## src/rtl/serial_alu_seq.sv

```systemverilog
// Bit-serial sequencer for a 1-bit ALU slice: feeds operand bits LSB first,
// chains carry-out into carry-in and assembles the WIDTH-bit result and flags.
module serial_alu_seq #(
    parameter int WIDTH = 16
) (
    input  logic             clk,
    input  logic             rst_n,
    input  logic             start,
    input  logic [2:0]       op,
    input  logic             bnegate,
    input  logic [WIDTH-1:0] a,
    input  logic [WIDTH-1:0] b,
    output logic             busy,
    output logic             done,
    output logic [WIDTH-1:0] result,
    output logic             carry,
    output logic             zero,
    output logic             overflow,
    output logic             alu_a,
    output logic             alu_b,
    output logic             alu_bnegate,
    output logic [2:0]       alu_op,
    output logic             alu_cin,
    input  logic             alu_result,
    input  logic             alu_cout
);

    localparam int IW = (WIDTH > 2) ? $clog2(WIDTH) : 1;
    localparam logic [IW-1:0] LAST_IDX = IW'(WIDTH - 1);
    localparam logic [2:0] OP_ADD = 3'b100;

    typedef enum logic [1:0] {
        IDLE = 2'd0,
        RUN  = 2'd1,
        DONE = 2'd2
    } state_t;

    state_t           state, state_nxt;
    logic [WIDTH-1:0] a_l, b_l, result_sr, final_val;
    logic [2:0]       op_l;
    logic             bnegate_l, cin_reg, is_arith, last_bit;
    logic [IW-1:0]    idx;

    assign is_arith  = (op_l == OP_ADD);
    assign last_bit  = (idx == LAST_IDX);
    // The bit arriving on this edge completes the value; flags use it directly.
    assign final_val = {alu_result, result_sr[WIDTH-1:1]};

    assign busy = (state != IDLE);
    assign done = (state == DONE);

    // NOTE: every signal written in an always_comb gets a default first, so no path can infer a latch.
    always_comb begin
        state_nxt = state;
        case (state)
            IDLE:    if (start) state_nxt = RUN;
            RUN:     if (last_bit) state_nxt = DONE;
            DONE:    state_nxt = IDLE;
            default: state_nxt = IDLE;
        endcase
    end

    always_comb begin
        alu_a       = 1'b0;
        alu_b       = 1'b0;
        alu_bnegate = 1'b0;
        alu_op      = 3'b000;
        alu_cin     = 1'b0;
        if (state == RUN) begin
            alu_a       = a_l[idx];
            alu_b       = b_l[idx];
            alu_bnegate = bnegate_l;
            alu_op      = op_l;
            alu_cin     = cin_reg;
        end
    end

    // NOTE: sequential state uses non-blocking assignments so all registers update from pre-edge values.
    always_ff @(posedge clk or negedge rst_n) begin
        if (!rst_n) begin
            state     <= IDLE;
            a_l       <= '0;
            b_l       <= '0;
            op_l      <= 3'b000;
            bnegate_l <= 1'b0;
            idx       <= '0;
            cin_reg   <= 1'b0;
            result_sr <= '0;
            result    <= '0;
            carry     <= 1'b0;
            zero      <= 1'b0;
            overflow  <= 1'b0;
        end else begin
            state <= state_nxt;
            case (state)
                IDLE: begin
                    if (start) begin
                        a_l       <= a;
                        b_l       <= b;
                        op_l      <= op;
                        bnegate_l <= bnegate;
                        idx       <= '0;
                        cin_reg   <= (op == OP_ADD) & bnegate;
                        result_sr <= '0;
                    end
                end
                RUN: begin
                    result_sr <= final_val;
                    cin_reg   <= alu_cout;
                    idx       <= idx + IW'(1);
                    if (last_bit) begin
                        result   <= final_val;
                        zero     <= (final_val == '0);
                        carry    <= is_arith & alu_cout;
                        // cin_reg holds the carry into the MSB at this point.
                        overflow <= is_arith & (cin_reg ^ alu_cout);
                    end
                end
                default: ;
            endcase
        end
    end

endmodule

```

## config.mk

```make
export PLATFORM = sky130hd
export DESIGN_NAME = serial_alu_seq
export DESIGN_NICKNAME = d
export VERILOG_FILES = /design/src/rtl/serial_alu_seq.sv
export SDC_FILE = /design/constraint.sdc
export NUM_CORES = 1
export LEC_CHECK = 0
export CAP_MARGIN = 40
export CORE_MARGIN = 2
export CORE_UTILIZATION = 44
export CTS_CLUSTER_SIZE = 12
export DETAILED_ROUTE_END_ITERATION = 8
export GPL_ROUTABILITY_DRIVEN = 0
export GPL_TIMING_DRIVEN = 0
export PLACE_DENSITY_LB_ADDON = 0.08
export SLEW_MARGIN = 20
export SYNTH_ARGS = -nofsm -noshare
export SYNTH_HDL_FRONTEND = slang
export SYNTH_SLANG_ARGS = --single-unit
```

## constraint.sdc

```tcl
create_clock -name clk -period 3.76 [get_ports clk]
set_clock_uncertainty 0.05 [all_clocks]
set_input_delay 0.564 -clock clk [delete_from_list [all_inputs] [get_ports clk]]
set_output_delay 0.564 -clock clk [all_outputs]
set_load 0.1 [all_outputs]
```

# Word level (Yosys, flattened, before mapping)
# Index checks and enable logic that the tools add are counted.
op_classes:
  n_addsub: 1
  n_mul: 0
  div_mod_pow: 0
  magnitude_cmp: 1
  n_eq_ne: 7
  shift: 0
  muxes: 18
  bitwise_logic: 4
  reduce_logical: 8
ops:
  columns: ["cell", "count"]
  rows:
  - ["$pmux W16 S2", 1]
  - ["$logic_not A16 Y1", 1]
  - ["$mux W16", 1]
  - ["$bmux W1 S4", 2]
  - ["$pmux W4 S2", 1]
  - ["$reduce_and A2 Y1", 4]
  - ["$mux W1", 7]
  - ["$eq A3 B3 Y1 const B", 2]
  - ["$lt A4 B5 Y1 const B", 1]
  - ["$add A4 B1 Y4 const B", 1]
  - ["$eq A4 B4 Y1 const B", 1]
  - ["$mux W2", 2]
  - ["$mux W4", 1]
  - ["$ne A2 B2 Y1 const B", 2]
  - ["$pmux W2 S2", 1]
  - ["$reduce_bool A2 Y1", 2]
  - ["$and A1 B1 Y1", 3]
  - ["$mux W3", 1]
  - ["$eq A2 B1 Y1 const B", 1]
  - ["$eq A2 B2 Y1 const B", 1]
  - ["$logic_not A2 Y1", 1]
  - ["$pmux W1 S2", 1]
  - ["$xor A1 B1 Y1", 1]
word_totals:
  regBits: 78
  latchBits: 0
  ramBits: 0
  rom_bits: 0
  inputBits: 41
  output_inout_bits: 28
  wordCells: 51
  n_memories: 0

# Longest topological paths before layout
# Gate-level depths: netlist of the first run.
depth:
  ltp_word: 4
  depth_mapped: 8
  depth_no_buf: 6

# Worst setup path before layout of the first run
# No wires, ideal clock.
synth_path:
  kind: "register to output"
  startpoint: "register idx[0]"
  endpoint: "output port alu_a"
  t_arrival_ns: 2.442
  required_time_ns: 3.146
  setup_slack_ns: 0.704
  path_stages_with_launch: 6
  path_buffers: 1
  path_cell_list: "dfrtp_1 -> buf_4 -> mux2i_1 -> a22oi_1 -> nand4b_1 -> a21oi_1"
synth_via:
  elab_chain_cells: 3
synth_rtl:
  columns: ["item", "line_no", "rtl"]
  rows:
  - ["start, declared", "42", "logic [IW-1:0] idx;"]
  - ["start signal, assigned", "110", "idx <= idx + IW'(1);"]
  - ["$bmux W1 S4", "70", "alu_a = a_l[idx];"]
  - ["$mux W1 (implied by the code)", "70", null]
  - ["$mux W1", "69", "if (state == RUN) begin"]
  - ["end, declared", "19", "output logic alu_a,"]
# Every way passes these cells. The select of a mux whose other input is x is not followed.

# Worst setup path after layout of the first run
layout_path:
  startpoint: "register idx[1]"
  endpoint: "output port alu_a"
# The elaborated chain is that of the path after synthesis.

==> metrics.md, run 1 <==
| Metric | Value |
|---|---|
| Horiz. Die Dim | 91.6 µm |
| CTS max path bufs | 2 |
| Layout Area Growth over Synthesis | 43.5% |
| Final worst-path cycle share | 79.4% |
| Worst setup margin | 775 ps |
| Placed Cells | 507 |
| CP Capture Type | primary output |
| Synth Area in Compound Gates | 5.15% |
| Worst-path fanout max | 10 |
| Fin. Hold Viols | 0 |
| Post-DP HPWL | 5290 µm |
| WP data arrival | 2370 ps |
| Instance count of the mapped netlist | 311 |
| Final instance count without filler cells | 523 |
| Worst Setup Start Kind | flip-flop |
| Mean Syn Cell Area | 10.9 µm² |
| Fin crit period | 2980 ps |
| Area of the core | 7330 µm² |
| Multiplexer share of the synthesized area | 16.8% |
| Worst Path Required | 3150 ps |
| CTS-repair resized insts | 0 |
| Initial DRC Count | 115 |
| Adder-cell share of the synthesized area | 0.371% |
| Layout cells sized above 1 | 23.3% |
| Seq/Total Area, Yosys | 57.1% |
| Fmax | 335 MHz |
| R2R setup slack | 2150 ps |
| Vias/cell | 4.88 |
| Root buffer cell | clkbuf_8 |
| Reg clk slew, reported paths | 80 ps |
| Crit path kind | reg -> out |
| Post-synth cell types | 28 |
| Worst-Skew Late Latency | 340 ps |
| Yosys reg bits | 77 |
| Initial antenna violation count | 0 |
| Die area | 8390 µm² |
| Most frequent cells in the layout | nand2_1 (91), dfrtp_1 (77), clkdlybuf4s50_1 (67) |
| Clk sinks | 77 |
| FILL cells | 592 |
| Num rows | 31 |
| Max Cap Viol | 0 |
| Placed cell area | 4620 µm² |
| Reg-to-reg endpoint | b_l[5] |
| Num CTS Buffers | 9 |
| Port-buffer cells | 68 |
| Design Area, Final | 4840 µm² |
| Via Count | 2,554 |
| Worst R2R Path Depth | 4 |
| Worst setup path start | idx[1] |
| Simple-gate share of the synthesized area | 16.5% |
| Post-Syn Area | 3380 µm² |
| Final wirelength | 7250 µm |
| Synth warn | 0 |
| Total grt overflow | 0 |
| Post-Synth XOR/XNOR Area | 0.259% |
| # IOs | 69 |
| NumNets Final | 461 |
| RSZ-0062 raised after global routing | no |
| Postcts setup bufs | 0 |
| Hold Crit Class | in -> async |
| Slew margin rel. | 62.6% |
| Endpoints failing setup | 0 |
| Slew Limit Fails | 0 |
| Die Ht | 91.6 µm |
| Top flop regs | a_l (16), b_l (16), result (16) |
| Commonest non-fill, non-tap cell in the layout | nand2_1 |
| # H-tree levels | 3 |
| Syn_nets | 353 |
| Largest net degree at the start of global routing | 44 |
| Initial core utilization | 46.0% |
| Dpl ws | 1150 ps |
| Worst r2r src | state[1] |
| Post-route antenna net violation count | 0 |
| Slew of the pin with the lowest slew margin | 561 ps |
| Wirelength per Cell | 13.9 µm |
| Critical Path End | alu_a |
| Total Routing Usage GR | 18.8% |
| Drt drc | 0 |
| Status | complete, no violations |
| Hold bufs inserted after CTS | 0 |
| Clock tree from TritonCTS | built |
| Final Util | 66.1% |
| # diodes | 0 |
| Pre-antenna DRT Iters | 4 |
| First-pass GRT wire length | 12,400 µm |
| Vias in the first global route | 2,607 |
| Largest family of logic cells by synthesized area | multiplexers |
## how the worst min path moves through the flow
stage	slack (ps)	from	endpoint	cells past startpoint
after floorplan	220	rst_n	a_l[0]	0
after global placement	410	result[5]	result[5]	2
after detailed placement	410	result[12]	result[12]	2
after CTS	160	rst_n	result[11]	1
after global routing	190	rst_n	result[9]	1
final	170	rst_n	result[9]	1
## cells by family (layout without fill, tap and decap cells)
family,after synthesis,after routing
fa+ha+maj,1,1
simple gates,128,128
buf+inv,20,133
flops,77,77
xor+xnor,1,1
mux,52,52
compound gates,32,32
## cells in the mapped netlist, drive strengths merged
cell | number | share of area, %
nand2 | 91 | 10
dfrtp | 77 | 57
mux2 | 36 | 12
o21ai | 24 | 3.6
buf | 16 | 3.3
mux2i | 16 | 4.7
nand3 | 8 | 1.2
and2 | 5 | 0.93
nand4 | 5 | 0.93
nor2 | 5 | 0.56
a22oi | 4 | 0.89
nor2b | 4 | 0.74
nor4 | 4 | 0.74
clkbuf | 3 | 0.33
a21oi | 2 | 0.30
nand4b | 2 | 0.52
or2 | 2 | 0.37
a21o | 1 | 0.22
a31oi | 1 | 0.19
clkinv | 1 | 0.26
ha | 1 | 0.37
nand2b | 1 | 0.19
nor3b | 1 | 0.22
xor2 | 1 | 0.26
## through the flow
step	setup TNS (ps)	hold WS, ps
3_5_place_dp	0	412
6_report	0	168
4_1_cts	0	162
3_3_place_gp	-48220	406
2_1_floorplan	0	218
5_1_grt	0	185
## final cells by class
type                    count  area [µm²]  area share [%]
clock inverters             4        70.1            1.45
flip-flops and latches     77        1930            39.8
inverters                   1        8.76           0.181
repair buffers             97        1120            23.1
clock buffers              12         155            3.20
well taps                  99         124            2.56
plain buffers              19         123            2.53
multi-input cells         214        1320            27.2
## critical path, stage by stage, from the launching register on
cell and delay (ps):
dfrtp_1 390, buf_2 190, nor2b_1 200, a22oi_1 190, nand4b_1 120, a21oi_1 190
clkdlybuf4s50_1 550, buf_8 200
## routing by layer
| layer | wire [µm] | share of wire (%) | vias to the layer above | GRT usage, % |
|---|---|---|---|---|
| li1 | - | - | 1266 | - |
| met1 | 3160 | 44 | 1236 | 23.2 |
| met2 | 3750 | 52 | 48 | 31.9 |
| met3 | 281 | 3.9 | 4 | 5.23 |
| met4 | 51 | 0.70 | 0 | 5.68 |
| met5 | 0 | 0 | - | 0 |
Power of run 1 is left out: the tool's default activity adds up to more than one toggle a clock period on the data nets, which glitch-free logic cannot reach.
==> inputs of run 2 (changes only) <==
==> constraint.sdc (replaced) <==
create_clock -name clk -period 2.6 [get_ports clk]
set_clock_uncertainty 0.05 [all_clocks]
set_input_delay 0.39 -clock clk [delete_from_list [all_inputs] [get_ports clk]]
set_output_delay 0.39 -clock clk [all_outputs]
set_load 0.1 [all_outputs]
==> run 2 against run 1 <==
  * Non-clock buffer count stayed put
  * Utilization increased by 0.84 points
  * Register-to-register slack lost 1200 ps
  * Sequential share of layout area is 0.50 points lower
  * Routed wire length up 0.98%
  * Final cell count unchanged
  * Setup slack got worse by 590 ps
  * Hold slack better by 250 ps
  * Via count is 2.1% higher
  * Design area increased by 1.3%
==> metrics.md, run 2 (synthesized netlist as in run 1, its figures left out) <==
| Metric | Value |
|---|---|
| Status | complete, no violations (unchanged) |
| CP Capture Type | primary output (unchanged) |
| Worst r2r src | state[1] (unchanged) |
| Area of the core | 7330 µm² (unchanged) |
| Root buffer cell | clkbuf_8 (unchanged) |
| Top flop regs | a_l (16), b_l (16), result (16) (unchanged) |
| Port-buffer cells | 68 (unchanged) |
| # diodes | 0 (unchanged) |
| Max Cap Viol | 0 (unchanged) |
| Fin crit period | 2420 ps |
| Fin. Hold Viols | 0 (unchanged) |
| Worst setup path start | state[1] (was idx[1]) |
| Slew margin rel. | 65.8% (was 62.6%) |
| Commonest non-fill, non-tap cell in the layout | nand2_1 (unchanged) |
| First-pass GRT wire length | 12,900 µm (was 12,400 µm) |
| RSZ-0062 raised after global routing | no (unchanged) |
| Slew Limit Fails | 0 (unchanged) |
| Final instance count without filler cells | 523 (unchanged) |
| Wirelength per Cell | 14.0 µm (was 13.9 µm) |
| Hold Crit Class | in -> async (unchanged) |
| Initial antenna violation count | 0 (unchanged) |
| # IOs | 69 (unchanged) |
| Horiz. Die Dim | 91.6 µm (unchanged) |
| Vias in the first global route | 2,829 (was 2,607) |
| Layout cells sized above 1 | 24.5% (was 23.3%) |
| Post-route antenna net violation count | 0 (unchanged) |
| Post-DP HPWL | 5360 µm (was 5290 µm) |
| CTS max path bufs | 2 (unchanged) |
| Crit path kind | reg -> out (unchanged) |
| # H-tree levels | 3 (unchanged) |
| Num CTS Buffers | 9 (unchanged) |
| Slew of the pin with the lowest slew margin | 512 ps (was 561 ps) |
| FILL cells | 560 (was 592) |
| Worst-Skew Late Latency | 350 ps (was 340 ps) |
| Fmax | 414 MHz |
| NumNets Final | 461 (unchanged) |
| Setup tns final | 0 ps (unchanged) |
| Total Routing Usage GR | 19.3% (was 18.8%) |
| WP data arrival | 1980 ps (was 2370 ps) |
| Layout Area Growth over Synthesis | 45.3% (was 43.5%) |
| Placed Cells | 507 (unchanged) |
| Clock tree from TritonCTS | built (unchanged) |
| Max Used Layer | met4 (unchanged) |
| Reg clk slew, reported paths | 80 ps (about the same) |
| Endpoints failing setup | 0 (unchanged) |
| Drt drc | 0 (unchanged) |
| Num rows | 31 (unchanged) |
| CP peak stage delay | 520 ps (was 550 ps) |
| Most frequent cells in the layout | nand2_1 (91), dfrtp_1 (77), clkdlybuf4s50_1 (65) (was nand2_1 (91), dfrtp_1 (77), clkdlybuf4s50_1 (67)) |
| Via Count | 2,607 (was 2,554) |
| Worst Setup Start Kind | flip-flop (unchanged) |
| Initial core utilization | 46.0% (unchanged) |
| Total grt overflow | 0 (unchanged) |
| Pre-antenna DRT Iters | 4 (unchanged) |
| Final wirelength | 7320 µm (was 7250 µm) |
| Worst-path fanout max | 17 (was 10) |
| Clk sinks | 77 (unchanged) |
| Initial DRC Count | 92 (was 115) |
| Worst Path Required | 2160 ps (was 3150 ps) |
| Vias/cell | 4.98 (was 4.88) |
| Met3 WL | 205 µm (was 281 µm) |
| Worst path slowest cell | clkdlybuf4s50_1 (unchanged) |
| Largest net degree at the start of global routing | 57 (was 44) |
| Die Ht | 91.6 µm (unchanged) |
| Met2 wire length | 3800 µm (was 3750 µm) |
| Final worst-path cycle share | 92.9% |
| Die area | 8390 µm² (unchanged) |
| Met1 WL | 3180 µm (was 3160 µm) |
| Worst path cell trace | nor2b_1 > clkbuf_4 > and2_1 > clkdlybuf4s50_1 > buf_8 (was buf_2 > nor2b_1 > a22oi_1 > nand4b_1 > a21oi_1 > clkdlybuf4s50_1 > buf_8) |
==> run 2: routing by layer <==
layer | up-vias | global-route usage (%)
met5 | - | 0
met4 | 0 | 9.34
met3 | 10 | 3.15
met2 | 48 | 32.7
met1 | 1285 | 24.0
li1 | 1264 | -
==> run 2: path summary, 6_finish.rpt <==
check                             end  slack (ps)  depth (start not counted)
max                           alu_cin         180                          5
min                        result[13]         420                          2
max reg2reg                   a_l[14]         920                          5
min reg2reg                 result[0]         430                          2
max in group asynchronous      b_l[0]        1510                          3
min in group clk            result[0]         430                          2
==> run 2: layout make-up <==
class	count	area, µm²	share of cell area (%)
plain buffers	18	121	2.47
clock buffers	10	138	2.81
clock inverters	6	110	2.24
inverters	1	8.76	0.179
multi-input cells	214	1330	27.0
flip-flops and latches	77	1930	39.3
well taps	99	124	2.53
repair buffers	98	1150	23.5
==> run 2: repair_timing <==
item / 4_1_cts / 5_1_grt
hold endpoints to repair: 21 / 0
pin swaps: 0 / 0
hold buffers: 1 / 0
setup buffers: 1 / 1
gates resized for setup: 6 / 1
endpoints found under the setup margin: 4 / 2
==> run 2: through the flow <==
stage          worst slack, ps  hold slack, ps  cell area (µm²)  util [%]
6_report                   185             419             4900      66.9
5_1_grt                   50.2             434             4900      66.9
4_1_cts                   32.3             418             4900      66.8
3_5_place_dp               163             254             4630      63.2
3_3_place_gp             -1610             407             4190      57.1
2_1_floorplan              279            44.4             3380         -
==> run 2: critical path, delay by kind of cell, from the launching register on <==
kind                   cells  cell delay (ps)
flip-flops                 1              400
buffers and inverters      3              970
AND/OR/NAND/NOR            2              260
Power of run 2 is left out for the same reason.
